[config.mk]
export PLATFORM = sky130hd
export DESIGN_NAME = fp_norm_round_stage
export DESIGN_NICKNAME = d
export VERILOG_FILES = /design/src/rtl/fp_pkg.sv /design/src/rtl/fp_pack.sv /design/src/rtl/fp_norm_round_stage.sv
export SDC_FILE = /design/constraint.sdc
export NUM_CORES = 1
export LEC_CHECK = 0
export ABC_AREA = 1
export CORE_AREA = 3 3 112 114
export CTS_CLUSTER_SIZE = 14
export DETAILED_ROUTE_END_ITERATION = 16
export DIE_AREA = 0 0 115 117
export GPL_TIMING_DRIVEN = 0
export PLACE_DENSITY = 0.72
export SYNTH_ARGS = -nofsm -noshare
export SYNTH_HDL_FRONTEND = slang
export SYNTH_HIERARCHICAL = 1
export SYNTH_SLANG_ARGS = --single-unit
[constraint.sdc]
create_clock -name clk -period 2.25 [get_ports clk]
set_clock_uncertainty 0.2 [all_clocks]
set_input_delay 0.225 -clock clk [delete_from_list [all_inputs] [get_ports clk]]
set_output_delay 0.225 -clock clk [all_outputs]
set_load 0.02 [all_outputs]
[src/rtl/fp_pkg.sv]
// -----------------------------------------------------------------------------
// fp_pkg
// Shared definitions for the FP adder back end: field widths, special exponent
// and result encodings, and the state encoding of the normalise/round stage.
// -----------------------------------------------------------------------------
package fp_pkg;

  localparam int EXP_W  = 8;             // exponent width
  localparam int MANT_W = 23;            // stored mantissa width
  localparam int SUM_W  = MANT_W + 2;    // carry + hidden + fraction

  localparam logic [EXP_W-1:0] EXP_MAX = 8'hFF;

  // Packed single-precision special values.
  localparam logic [31:0] QNAN    = 32'h7FC0_0000;
  localparam logic [31:0] INF_POS = 32'h7F80_0000;
  localparam logic [31:0] INF_NEG = 32'hFF80_0000;

  // Safety bound on left shifts. A non-zero legal sum reaches the hidden bit
  // in at most MANT_W shifts, so this limit is never the deciding condition.
  localparam logic [4:0] MAX_SHIFTS = 5'd23;

  typedef enum logic [1:0] {
    ST_IDLE = 2'd0,
    ST_NORM = 2'd1,
    ST_DONE = 2'd2
  } norm_state_t;

endpackage : fp_pkg

[src/rtl/fp_pack.sv]
// -----------------------------------------------------------------------------
// fp_pack
// Combinational assembly of a packed IEEE-754 single from sign, exponent and
// mantissa fields, with the zero and overflow-to-infinity cases folded in.
//
// Ports
//   sign        in   1        result sign (ignored for a zero result)
//   exp         in   EXP_W    biased exponent
//   mant        in   MANT_W   stored fraction
//   force_inf   in   1        emit signed infinity, raise ovf
//   force_zero  in   1        emit +0, raise zero (wins over force_inf)
//   result      out  32       {sign, exp, mant}
//   ovf         out  1        result overflowed to infinity
//   zero        out  1        result is exact zero
// -----------------------------------------------------------------------------
module fp_pack
  import fp_pkg::*;
(
  input  logic              sign,
  input  logic [EXP_W-1:0]  exp,
  input  logic [MANT_W-1:0] mant,
  input  logic              force_inf,
  input  logic              force_zero,
  output logic [31:0]       result,
  output logic              ovf,
  output logic              zero
);

  // NOTE: every output gets a default at the top of the block so that no
  // path through the if-chain leaves a value unassigned, which would infer a latch.
  always_comb begin
    result = {sign, exp, mant};
    ovf    = 1'b0;
    zero   = 1'b0;
    if (force_zero) begin
      // An exact zero is always +0 regardless of the operand signs.
      result = '0;
      zero   = 1'b1;
    end else if (force_inf) begin
      result = {sign, EXP_MAX, {MANT_W{1'b0}}};
      ovf    = 1'b1;
    end
  end

endmodule : fp_pack

[src/rtl/fp_norm_round_stage.sv]
// -----------------------------------------------------------------------------
// fp_norm_round_stage
// Stage 3 of the FP adder. Consumes the stage-2 pipeline register (unsigned
// 25-bit magnitude sum, common exponent, sign/control bits), normalises it one
// left shift per cycle and emits a packed single. Rounding is truncation; no
// guard bits reach this stage, so a right shift on carry simply drops bit 0.
// Valid/ready handshakes on both sides absorb the variable latency.
//
// Ports
//   clk          in   1       rising-edge clock
//   rst          in   1       synchronous active-high reset
//   in_valid     in   1       stage-2 data valid
//   in_ready     out  1       stage can accept (IDLE and not in reset)
//   intmdt_sum2  in   SUM_W   magnitude; [24]=carry, [23]=hidden bit
//   exp_a2       in   EXP_W   common (larger) exponent
//   sign_a2      in   1       sign of operand A
//   sign_b2      in   1       sign of operand B
//   xor2         in   1       effective subtraction
//   s2           in   1       magnitude was negated (|B|>|A|)
//   out_valid    out  1       result valid, held until out_ready
//   out_ready    in   1       downstream accepts result
//   out_result   out  32      {sign, exp, mantissa}
//   out_ovf      out  1       overflow to infinity
//   out_zero     out  1       exact zero result
// -----------------------------------------------------------------------------
module fp_norm_round_stage
  import fp_pkg::*;
(
  input  logic              clk,
  input  logic              rst,
  input  logic              in_valid,
  output logic              in_ready,
  input  logic [SUM_W-1:0]  intmdt_sum2,
  input  logic [EXP_W-1:0]  exp_a2,
  input  logic              sign_a2,
  input  logic              sign_b2,
  input  logic              xor2,
  input  logic              s2,
  output logic              out_valid,
  input  logic              out_ready,
  output logic [31:0]       out_result,
  output logic              out_ovf,
  output logic              out_zero
);

  norm_state_t       state;
  logic [SUM_W-1:0]  sum_r;
  logic [EXP_W-1:0]  exp_r;
  logic              sign_r;
  logic [4:0]        shift_cnt;

  // On an effective subtraction where B's magnitude won, the result takes B's sign.
  logic rsign_in;
  assign rsign_in = (xor2 & s2) ? sign_b2 : sign_a2;

  // in_ready depends on state only (plus reset), never on in_valid.
  assign in_ready = (state == ST_IDLE) && !rst;

  // ---------------------------------------------------------------------------
  // Per-cycle normalisation decision while in NORM.
  // ---------------------------------------------------------------------------
  logic              finish;
  logic              shift_left;
  logic              pk_sign;
  logic [EXP_W-1:0]  pk_exp;
  logic [MANT_W-1:0] pk_mant;
  logic              pk_inf;
  logic              pk_zero;
  logic [EXP_W-1:0]  exp_inc;

  assign exp_inc = exp_r + 8'd1;

  always_comb begin
    finish     = 1'b0;
    shift_left = 1'b0;
    pk_sign    = sign_r;
    pk_exp     = exp_r;
    pk_mant    = sum_r[MANT_W-1:0];
    pk_inf     = 1'b0;
    pk_zero    = 1'b0;

    if (exp_r == EXP_MAX) begin
      // Inf/NaN operand: pass the payload through unchanged.
      finish = 1'b1;
    end else if (sum_r == '0) begin
      finish  = 1'b1;
      pk_zero = 1'b1;
    end else if (sum_r[SUM_W-1]) begin
      // Carry out: renormalise right by one, truncating the dropped bit.
      finish  = 1'b1;
      pk_exp  = exp_inc;
      pk_mant = sum_r[MANT_W:1];
      pk_inf  = (exp_inc == EXP_MAX);
    end else if (sum_r[MANT_W]) begin
      finish = 1'b1;
    end else if ((exp_r <= 8'd1) || (shift_cnt == MAX_SHIFTS)) begin
      // Cannot shift further without leaving the normal range: emit denormal.
      finish = 1'b1;
      pk_exp = '0;
    end else begin
      shift_left = 1'b1;
    end
  end

  logic [31:0] pk_result;
  logic        pk_ovf;
  logic        pk_zero_flag;

  fp_pack u_pack (
    .sign       (pk_sign),
    .exp        (pk_exp),
    .mant       (pk_mant),
    .force_inf  (pk_inf),
    .force_zero (pk_zero),
    .result     (pk_result),
    .ovf        (pk_ovf),
    .zero       (pk_zero_flag)
  );

  // ---------------------------------------------------------------------------
  // FSM, shifter, counter and registered outputs.
  // ---------------------------------------------------------------------------
  // NOTE: state is updated with non-blocking assignments so every register
  // samples pre-edge values, independent of statement order in the block.
  always_ff @(posedge clk) begin
    if (rst) begin
      // NOTE: the datapath registers are reset along with control; they are
      // few flops and this keeps the outputs deterministic after reset.
      state      <= ST_IDLE;
      sum_r      <= '0;
      exp_r      <= '0;
      sign_r     <= 1'b0;
      shift_cnt  <= '0;
      out_valid  <= 1'b0;
      out_result <= '0;
      out_ovf    <= 1'b0;
      out_zero   <= 1'b0;
    end else begin
      case (state)
        ST_IDLE: begin
          if (in_valid) begin
            sum_r     <= intmdt_sum2;
            exp_r     <= exp_a2;
            sign_r    <= rsign_in;
            shift_cnt <= '0;
            state     <= ST_NORM;
          end
        end

        ST_NORM: begin
          if (finish) begin
            out_result <= pk_result;
            out_ovf    <= pk_ovf;
            out_zero   <= pk_zero_flag;
            out_valid  <= 1'b1;
            state      <= ST_DONE;
          end else if (shift_left) begin
            sum_r     <= sum_r << 1;
            exp_r     <= exp_r - 8'd1;
            shift_cnt <= shift_cnt + 5'd1;
          end
        end

        ST_DONE: begin
          if (out_ready) begin
            out_valid <= 1'b0;
            state     <= ST_IDLE;
          end
        end

        default: begin
          out_valid <= 1'b0;
          state     <= ST_IDLE;
        end
      endcase
    end
  end

endmodule : fp_norm_round_stage

==> run_summary.xml, run 1 <==
<?xml version="1.0" encoding="UTF-8"?>
<metrics>
  <group name="finish">
    <metric name="final_net_count" unit="">885</metric>
    <metric name="most-common-layout-cells" unit="">172 x sky130_fd_sc_hd__nand2_1, 124 x sky130_fd_sc_hd__nor2_1, 75 x sky130_fd_sc_hd__clkdlybuf4s50_1</metric>
    <metric name="post_route_cells_drive_above_1_share" unit="%">16.0</metric>
    <metric name="layout.cells.most_common" unit="">sky130_fd_sc_hd__nand2_1</metric>
    <metric name="fillers" unit="">1165</metric>
    <metric name="synthToLayoutAreaGrowth" unit="%">34.6</metric>
    <metric name="stdcell_count" unit="">986</metric>
    <metric name="num_antenna_cells" unit="">0</metric>
  </group>
  <group name="global_route">
    <metric name="gr-total-overflow" unit="">0</metric>
    <metric name="antenna_found_initial" unit="">0</metric>
    <metric name="grt_pass1_vias" unit="">4279</metric>
    <metric name="global_route.usage.total" unit="%">19.0</metric>
    <metric name="wire_length_of_the_first_global_routing_pass" unit="mm">20.7</metric>
    <metric name="maximum_number_of_pins_on_one_net_before_global_route_repair" unit="">13</metric>
  </group>
  <group name="logic_synthesis">
    <metric name="post_synth_instance_area" unit="sq mm">0.00459</metric>
    <metric name="synth_sequential_area_ratio" unit="%">33.2</metric>
    <metric name="share_of_synthesized_cell_area_in_full_adder_half_adder_and_majority_cells" unit="%">1.36</metric>
    <metric name="synthesized_flop_and_latch_total" unit="">76</metric>
    <metric name="synth.mux.area_fraction" unit="%">0</metric>
    <metric name="synth_top_family_by_area" unit="">simple AND/OR/NAND/NOR gates</metric>
    <metric name="synth_simple_gate_area_share" unit="%">37.8</metric>
    <metric name="synthesis.yosys.warnings" unit="">6</metric>
    <metric name="postSynthNetCount" unit="">783</metric>
    <metric name="cell_count_after_synthesis" unit="">737</metric>
    <metric name="yosys.area_share.xor_xnor" unit="%">1.72</metric>
    <metric name="post_synth.cell_area_avg" unit="sq um">6.23</metric>
    <metric name="synth_compound_gate_area_share" unit="%">15.5</metric>
    <metric name="synth_cell_type_count" unit="">29</metric>
  </group>
  <group name="timing">
    <metric name="report.final.hold_viol_count" unit="">0</metric>
    <metric name="max_freq" unit="MHz">427</metric>
    <metric name="slew-limit-headroom" unit="%">60.4</metric>
    <metric name="layout_min_cycle_time" unit="ns">2.34</metric>
    <metric name="maxSlewViolCount" unit="">0</metric>
    <metric name="worst-slew-pin-transition" unit="ns">0.590</metric>
    <metric name="totalNegativeSetupSlack" unit="ns">-1.11</metric>
    <metric name="timing.hold.ws" unit="ns">0.0845</metric>
    <metric name="grt_setup_unrepaired" unit="">yes</metric>
    <metric name="timing.final.setup_violations" unit="">22</metric>
    <metric name="post_route_worst_setup_slack" unit="ns">-0.0935</metric>
    <metric name="final.period_utilization" unit="%">104</metric>
  </group>
  <group name="setup_path">
    <metric name="cp_peak_stage_delay" unit="ns">0.38</metric>
    <metric name="path_cells" unit="">ha_4 &gt; nand2_4 &gt; nor2_4 &gt; xor2_2 &gt; nand3_1 &gt; nor3_2 &gt; nand2_1 &gt; nor2_4 &gt; inv_4 &gt; buf_2 &gt; nand2_1 &gt; nor2_1 &gt; o21ai_1 &gt; nor2_1</metric>
    <metric name="cp_top_family" unit="">simple AND/OR/NAND/NOR gates</metric>
    <metric name="cp_max_fo" unit="">6</metric>
    <metric name="worst-r2r-setup-slack" unit="ns">-0.09</metric>
    <metric name="worst_ep_arrival" unit="ns">2.37</metric>
    <metric name="path_buf_inv" unit="">2</metric>
    <metric name="crit_path_max_delay_cell_type" unit="">sky130_fd_sc_hd__dfxtp_4</metric>
    <metric name="worstSetupEndpointType" unit="">flip-flop</metric>
    <metric name="worst_ep_required_time" unit="ns">2.28</metric>
    <metric name="startpoint_type" unit="">flip-flop</metric>
    <metric name="crit_type" unit="">flip-flop to flip-flop</metric>
  </group>
  <group name="power_and_ir_drop">
    <metric name="peakVddDrop" unit="V">0.000510</metric>
    <metric name="power.leakage" unit="nW">2.78</metric>
    <metric name="power.density_cell_area" unit="mW/mm^2">926</metric>
  </group>
  <group name="floorplanning">
    <metric name="fp.dieArea" unit="sq mm">0.0135</metric>
    <metric name="floorplan.die.height" unit="um">117</metric>
    <metric name="initial_core_util" unit="%">39.9</metric>
    <metric name="core_area" unit="sq mm">0.0115</metric>
    <metric name="top_level_ports" unit="">77</metric>
    <metric name="num_rows" unit="">39</metric>
    <metric name="die_width" unit="um">115</metric>
  </group>
  <group name="clocking">
    <metric name="path_clk_slew" unit="ns">0.06</metric>
    <metric name="clockRootBuffer" unit="">sky130_fd_sc_hd__clkbuf_16</metric>
    <metric name="cts_hold_buffers" unit="">0</metric>
    <metric name="tritoncts.num_buffers" unit="">9</metric>
    <metric name="cts_tree" unit="">done</metric>
    <metric name="clock_sinks" unit="">76</metric>
    <metric name="cts_buffer_depth" unit="">2</metric>
    <metric name="htree_num_levels" unit="">3</metric>
    <metric name="insertion_delay" unit="ns">0.34</metric>
  </group>
  <group name="route">
    <metric name="dr.first_iter.drc_count" unit="">347</metric>
    <metric name="drc_errors" unit="">0</metric>
    <metric name="wl" unit="mm">12.7</metric>
    <metric name="detail_route.first_pass.iterations" unit="">5</metric>
    <metric name="drtAntennaViolNets" unit="">0</metric>
    <metric name="vias" unit="">4869</metric>
    <metric name="avgViaCountPerCell" unit="">4.94</metric>
    <metric name="wire_per_inst" unit="um">12.9</metric>
  </group>
  <group name="placement">
    <metric name="preCtsSetupSlack" unit="ns">-0.360</metric>
    <metric name="dp_hpwl" unit="mm">9.34</metric>
    <metric name="gp_congestion" unit="">0.906</metric>
    <metric name="dp.cells" unit="">955</metric>
    <metric name="place.port_buffers" unit="">75</metric>
  </group>
  <group name="outcome">
    <metric name="run_status" unit="">finished with violations</metric>
    <metric name="violated_checks" unit="">negative setup slack</metric>
  </group>
  <group name="hold_path">
    <metric name="hold_class" unit="">primary input to flip-flop</metric>
  </group>
  <group name="run">
    <metric name="cap_viol_max_count" unit="">0</metric>
  </group>
</metrics>
[per-stage QoR]
stage | instance area [sq um] | util [%] | power (W)
after global routing | 6180 | 53.6 | 0.00612
final | 6180 | 53.6 | 0.00572
after CTS | 5980 | 51.9 | 0.00558
after floorplan | 4610 | - | 0.00329
after detailed placement | 5540 | 48.1 | 0.00394
after global placement | 5540 | 48.1 | 0.00392
[metal layers]
metal | track usage [%] | routed length (um)
met4 | 7.98 | 232
met2 | 29.0 | 5620
met3 | 2.42 | 717
met5 | 0 | 0
met1 | 27.2 | 6140
[final cells by class]
type,instances,area [sq um],area share (%)
buffer,48,320,5.19
clock buffer,11,253,4.09
clock inverter,4,72.6,1.17
inverter,55,220,3.56
multi-input combinational,558,2730,44.2
sequential,76,1530,24.8
tap,143,179,2.90
timing repair buffer,91,868,14.1
[cell families after synthesis]
family / Yosys count
xor+xnor: 9
compound gates: 137
buf+inv: 103
fa+ha+maj: 5
simple gates: 407
flops: 76
[synthesized netlist by cell type, drive strengths merged]
master / count / area share, %
a21oi: 41 / 4.5
a22o: 3 / 0.57
a31oi: 1 / 0.14
buf: 32 / 4.5
clkbuf: 16 / 1.3
dfxtp: 76 / 33
ha: 5 / 1.4
inv: 55 / 4.6
nand2: 182 / 15
nand3: 49 / 5.5
nand4: 7 / 1.3
nor2: 163 / 15
nor3: 4 / 0.44
o211ai: 1 / 0.16
o21ai: 91 / 10
or2: 2 / 0.27
xor2: 9 / 1.7
[flip-flops by register name, summed over array words and instances (netlist names)]
name	cells
out_valid	1
out_ovf	1
exp_r	8
sum_r	25
pk_sign	1
out_zero	1
out_result	32
shift_cnt	5
state	2
[timing repair]
item,4_1_cts,5_1_grt
setup buffers,6,9
endpoints found under the hold margin,0,0
pin swaps,13,30
setup endpoints to repair,73,73
cloned,0,1
gates resized for setup,38,49
[final timing paths]
| kind | startpoint | to | cells past startpoint |
|---|---|---|---|
| max | exp_r[0] | out_result[10] | 14 |
| max reg2reg | exp_r[0] | out_result[10] | 14 |
| min reg2reg | out_result[5] | out_result[5] | 2 |
| min | rst | state[1] | 2 |
[report_power, final]
group / internal, W / switching, W / total [W]
sequential: 0.00159 / 0.000189 / 0.00178
clock: 0.00102 / 0.000552 / 0.00157
combinational: 0.000983 / 0.00138 / 0.00237
Power figures use the tool's default switching activity.
==> inputs of run 2 (changes only) <==
--- a/config.mk
+++ b/config.mk
@@ -6,12 +6,13 @@
 export NUM_CORES = 1
 export LEC_CHECK = 0
 export ABC_AREA = 1
-export CORE_AREA = 3 3 112 114
+export CORE_AREA = 3 3 117 108
 export CTS_CLUSTER_SIZE = 14
 export DETAILED_ROUTE_END_ITERATION = 16
-export DIE_AREA = 0 0 115 117
+export DIE_AREA = 0 0 120 111
 export GPL_TIMING_DRIVEN = 0
-export PLACE_DENSITY = 0.72
+export MAX_ROUTING_LAYER = met4
+export PLACE_DENSITY = 0.73
 export SYNTH_ARGS = -nofsm -noshare
 export SYNTH_HDL_FRONTEND = slang
 export SYNTH_HIERARCHICAL = 1
==> run_summary.xml, run 2 (same netlist as run 1, synthesis figures left out) <==
<?xml version="1.0" encoding="UTF-8"?>
<metrics>
  <group name="route">
    <metric name="detail_route.first_pass.iterations" unit="">5</metric>
    <metric name="wl" unit="mm">12.9</metric>
    <metric name="vias" unit="">4826</metric>
    <metric name="avgViaCountPerCell" unit="">4.83</metric>
    <metric name="drc_errors" unit="">0</metric>
    <metric name="dr.first_iter.drc_count" unit="">446</metric>
    <metric name="wire_per_inst" unit="um">13.0</metric>
    <metric name="drtAntennaViolNets" unit="">0</metric>
  </group>
  <group name="setup_path">
    <metric name="cp_max_fo" unit="">10</metric>
    <metric name="worst_ep_arrival" unit="ns">2.31</metric>
    <metric name="worst-r2r-setup-slack" unit="ns">-0.03</metric>
    <metric name="worstSetupEndpointType" unit="">flip-flop</metric>
    <metric name="startpoint_type" unit="">flip-flop</metric>
    <metric name="crit_type" unit="">flip-flop to flip-flop</metric>
    <metric name="r2r_end" unit="">out_result[20]</metric>
    <metric name="worst_ep_required_time" unit="ns">2.28</metric>
    <metric name="path_cells" unit="">clkinvlp_4 &gt; nor3_4 &gt; nand3_1 &gt; nand2_1 &gt; nand2_2 &gt; nor3_2 &gt; nand2_1 &gt; nor2_2 &gt; inv_2 &gt; buf_4 &gt; nand2_1 &gt; nor2_1 &gt; o21ai_1 &gt; nor2_1</metric>
    <metric name="cp_peak_stage_delay" unit="ns">0.39</metric>
    <metric name="crit_path_frequent_cell" unit="">sky130_fd_sc_hd__nand2_1</metric>
    <metric name="r2r-start" unit="">exp_r[1]</metric>
    <metric name="crit_path_max_delay_cell_type" unit="">sky130_fd_sc_hd__dfxtp_4</metric>
    <metric name="reg2reg_depth" unit="">14</metric>
  </group>
  <group name="timing">
    <metric name="max_freq" unit="MHz">438</metric>
    <metric name="slew-limit-headroom" unit="%">61.0</metric>
    <metric name="layout_min_cycle_time" unit="ns">2.28</metric>
    <metric name="timing.final.setup_violations" unit="">6</metric>
    <metric name="final.period_utilization" unit="%">101</metric>
    <metric name="post_route_worst_setup_slack" unit="ns">-0.0327</metric>
    <metric name="timing.hold.ws" unit="ns">0.0750</metric>
    <metric name="worst-slew-pin-transition" unit="ns">0.580</metric>
    <metric name="maxSlewViolCount" unit="">0</metric>
    <metric name="report.final.hold_viol_count" unit="">0</metric>
    <metric name="grt_setup_unrepaired" unit="">yes</metric>
  </group>
  <group name="placement">
    <metric name="dp_hpwl" unit="mm">9.38</metric>
    <metric name="place.port_buffers" unit="">75</metric>
    <metric name="placement.cell_area" unit="sq mm">0.00555</metric>
    <metric name="gp_congestion" unit="">0.909</metric>
  </group>
  <group name="power_and_ir_drop">
    <metric name="power.combinational.fraction" unit="%">42.6</metric>
    <metric name="power.share.sequential" unit="%">31.5</metric>
    <metric name="p_int" unit="W">0.00349</metric>
    <metric name="peakVddDrop" unit="V">0.000410</metric>
    <metric name="power.leakage" unit="nW">2.78</metric>
    <metric name="switching_share" unit="%">38.5</metric>
    <metric name="power.density_cell_area" unit="mW/mm^2">914</metric>
    <metric name="netSwitchingPower" unit="W">0.00218</metric>
    <metric name="clkPwrFrac" unit="%">25.9</metric>
  </group>
  <group name="outcome">
    <metric name="run_status" unit="">finished with violations</metric>
    <metric name="violated_checks" unit="">negative setup slack</metric>
  </group>
  <group name="floorplanning">
    <metric name="die_width" unit="um">120</metric>
    <metric name="floorplan.die.height" unit="um">111</metric>
    <metric name="num_rows" unit="">37</metric>
    <metric name="top_level_ports" unit="">77</metric>
    <metric name="fp.dieArea" unit="sq mm">0.0133</metric>
    <metric name="core_area" unit="sq mm">0.0114</metric>
    <metric name="initial_core_util" unit="%">40.1</metric>
  </group>
  <group name="global_route">
    <metric name="maximum_number_of_pins_on_one_net_before_global_route_repair" unit="">14</metric>
    <metric name="gr-total-overflow" unit="">0</metric>
    <metric name="antenna_found_initial" unit="">0</metric>
    <metric name="grt_pass1_vias" unit="">4457</metric>
    <metric name="global_route.usage.total" unit="%">19.6</metric>
    <metric name="wire_length_of_the_first_global_routing_pass" unit="mm">21.1</metric>
  </group>
  <group name="finish">
    <metric name="synthToLayoutAreaGrowth" unit="%">35.0</metric>
    <metric name="top_register" unit="">out_result</metric>
    <metric name="post_route_cells_drive_above_1_share" unit="%">16.4</metric>
    <metric name="fillers" unit="">1144</metric>
    <metric name="largestRegisters" unit="">out_result x32, sum_r x25, exp_r x8</metric>
    <metric name="largest_register_ff_count" unit="">32</metric>
    <metric name="num_antenna_cells" unit="">0</metric>
    <metric name="finish.instance_area" unit="sq mm">0.00620</metric>
    <metric name="post-route-util" unit="%">54.2</metric>
    <metric name="layout.cells.most_common" unit="">sky130_fd_sc_hd__nand2_1</metric>
    <metric name="final_net_count" unit="">884</metric>
    <metric name="most-common-layout-cells" unit="">176 x sky130_fd_sc_hd__nand2_1, 121 x sky130_fd_sc_hd__nor2_1, 75 x sky130_fd_sc_hd__clkdlybuf4s50_1</metric>
  </group>
  <group name="hold_path">
    <metric name="hold_class" unit="">primary input to flip-flop</metric>
    <metric name="min_to" unit="">state[1]</metric>
    <metric name="timing.hold.worst_path_depth" unit="">2</metric>
    <metric name="hold_start" unit="">rst</metric>
  </group>
  <group name="clocking">
    <metric name="clockRootBuffer" unit="">sky130_fd_sc_hd__clkbuf_16</metric>
    <metric name="clock_sinks" unit="">76</metric>
    <metric name="path_clk_slew" unit="ns">0.06</metric>
    <metric name="tritoncts.num_buffers" unit="">9</metric>
    <metric name="cts_buffer_depth" unit="">2</metric>
    <metric name="htree_num_levels" unit="">3</metric>
    <metric name="cts_tree" unit="">done</metric>
    <metric name="insertion_delay" unit="ns">0.34</metric>
  </group>
  <group name="run">
    <metric name="cap_viol_max_count" unit="">0</metric>
  </group>
</metrics>
run 2: cell types whose count changed in the layout (fill, tap and decap cells not counted), moves of 4 or more:
| cell | previous run | this run |
|---|---|---|
| sky130_fd_sc_hd__buf_4 | 21 | 15 |
| sky130_fd_sc_hd__o21ai_0 | 62 | 49 |
| sky130_fd_sc_hd__nor2_2 | 34 | 38 |
| sky130_fd_sc_hd__o21ai_1 | 25 | 38 |
| sky130_fd_sc_hd__nand2_1 | 172 | 176 |
| sky130_fd_sc_hd__nand2_2 | 8 | 3 |
run 2: how the worst max path moves through the flow:
stage | start | endpoint | slack [ns] | cells past startpoint
6_report | exp_r[1] | out_result[20] | -0.03 | 14
3_3_place_gp | exp_r[0] | out_result[20] | -0.34 | 17
4_1_cts | exp_r[1] | out_result[9] | 0.002 | 14
3_5_place_dp | exp_r[0] | out_result[9] | -0.34 | 17
2_1_floorplan | exp_r[0] | out_result[10] | 0.01 | 17
5_1_grt | exp_r[1] | out_result[22] | -0.20 | 14
run 2: final cells by class:
| class | count | area (sq um) | area share [%] |
|---|---|---|---|
| Timing Repair Buffer | 90 | 891 | 14.4 |
| Clock inverter | 5 | 61.3 | 0.989 |
| Clock buffer | 11 | 243 | 3.92 |
| Sequential cell | 76 | 1530 | 24.7 |
| Tap cell | 156 | 195 | 3.15 |
| Buffer | 48 | 323 | 5.21 |
| Inverter | 55 | 221 | 3.57 |
| Multi-Input combinational cell | 558 | 2730 | 44.1 |
run 2: worst max-delay path: cells and delay by family (launching register included):
| family | cells | cell delay, ns |
|---|---|---|
| simple gates | 10 | 1.01 |
| buf+inv | 3 | 0.41 |
| flops | 1 | 0.39 |
| compound gates | 1 | 0.16 |
run 2: power by group through the flow:
stage	sequential, W	combinational, W	clock [W]
after global placement	0.00179	0.00213	0
final	0.00178	0.00241	0.00147
after floorplan	0.00189	0.00140	0
after CTS	0.00177	0.00222	0.00148
after detailed placement	0.00179	0.00215	0
after global routing	0.00182	0.00270	0.00154
run 2: repair_timing:
item,4_1_cts,5_1_grt
cloned,0,2
buffers inserted,7,6
hold endpoints to repair,0,0
resized for setup,33,70
pin swaps,9,15
setup endpoints to repair,71,73
hold buffers,0,0
run 2: per-stage QoR:
stage          instances  total power (W)  setup TNS [ns]  setup slack, ns
5_1_grt              999          0.00606           -4.94           -0.202
4_1_cts              991          0.00547               0          0.00229
6_report             999          0.00566         -0.0787          -0.0327
3_5_place_dp         968          0.00395           -6.96           -0.338
2_1_floorplan        737          0.00329               0           0.0128
3_3_place_gp         968          0.00392           -7.18           -0.344
run 2: per-layer routing:
layer,track usage [%],share of wire [%]
met5,-,0
met4,6.72,2.0
met3,3.06,5.8
met2,29.5,44
met1,26.7,48
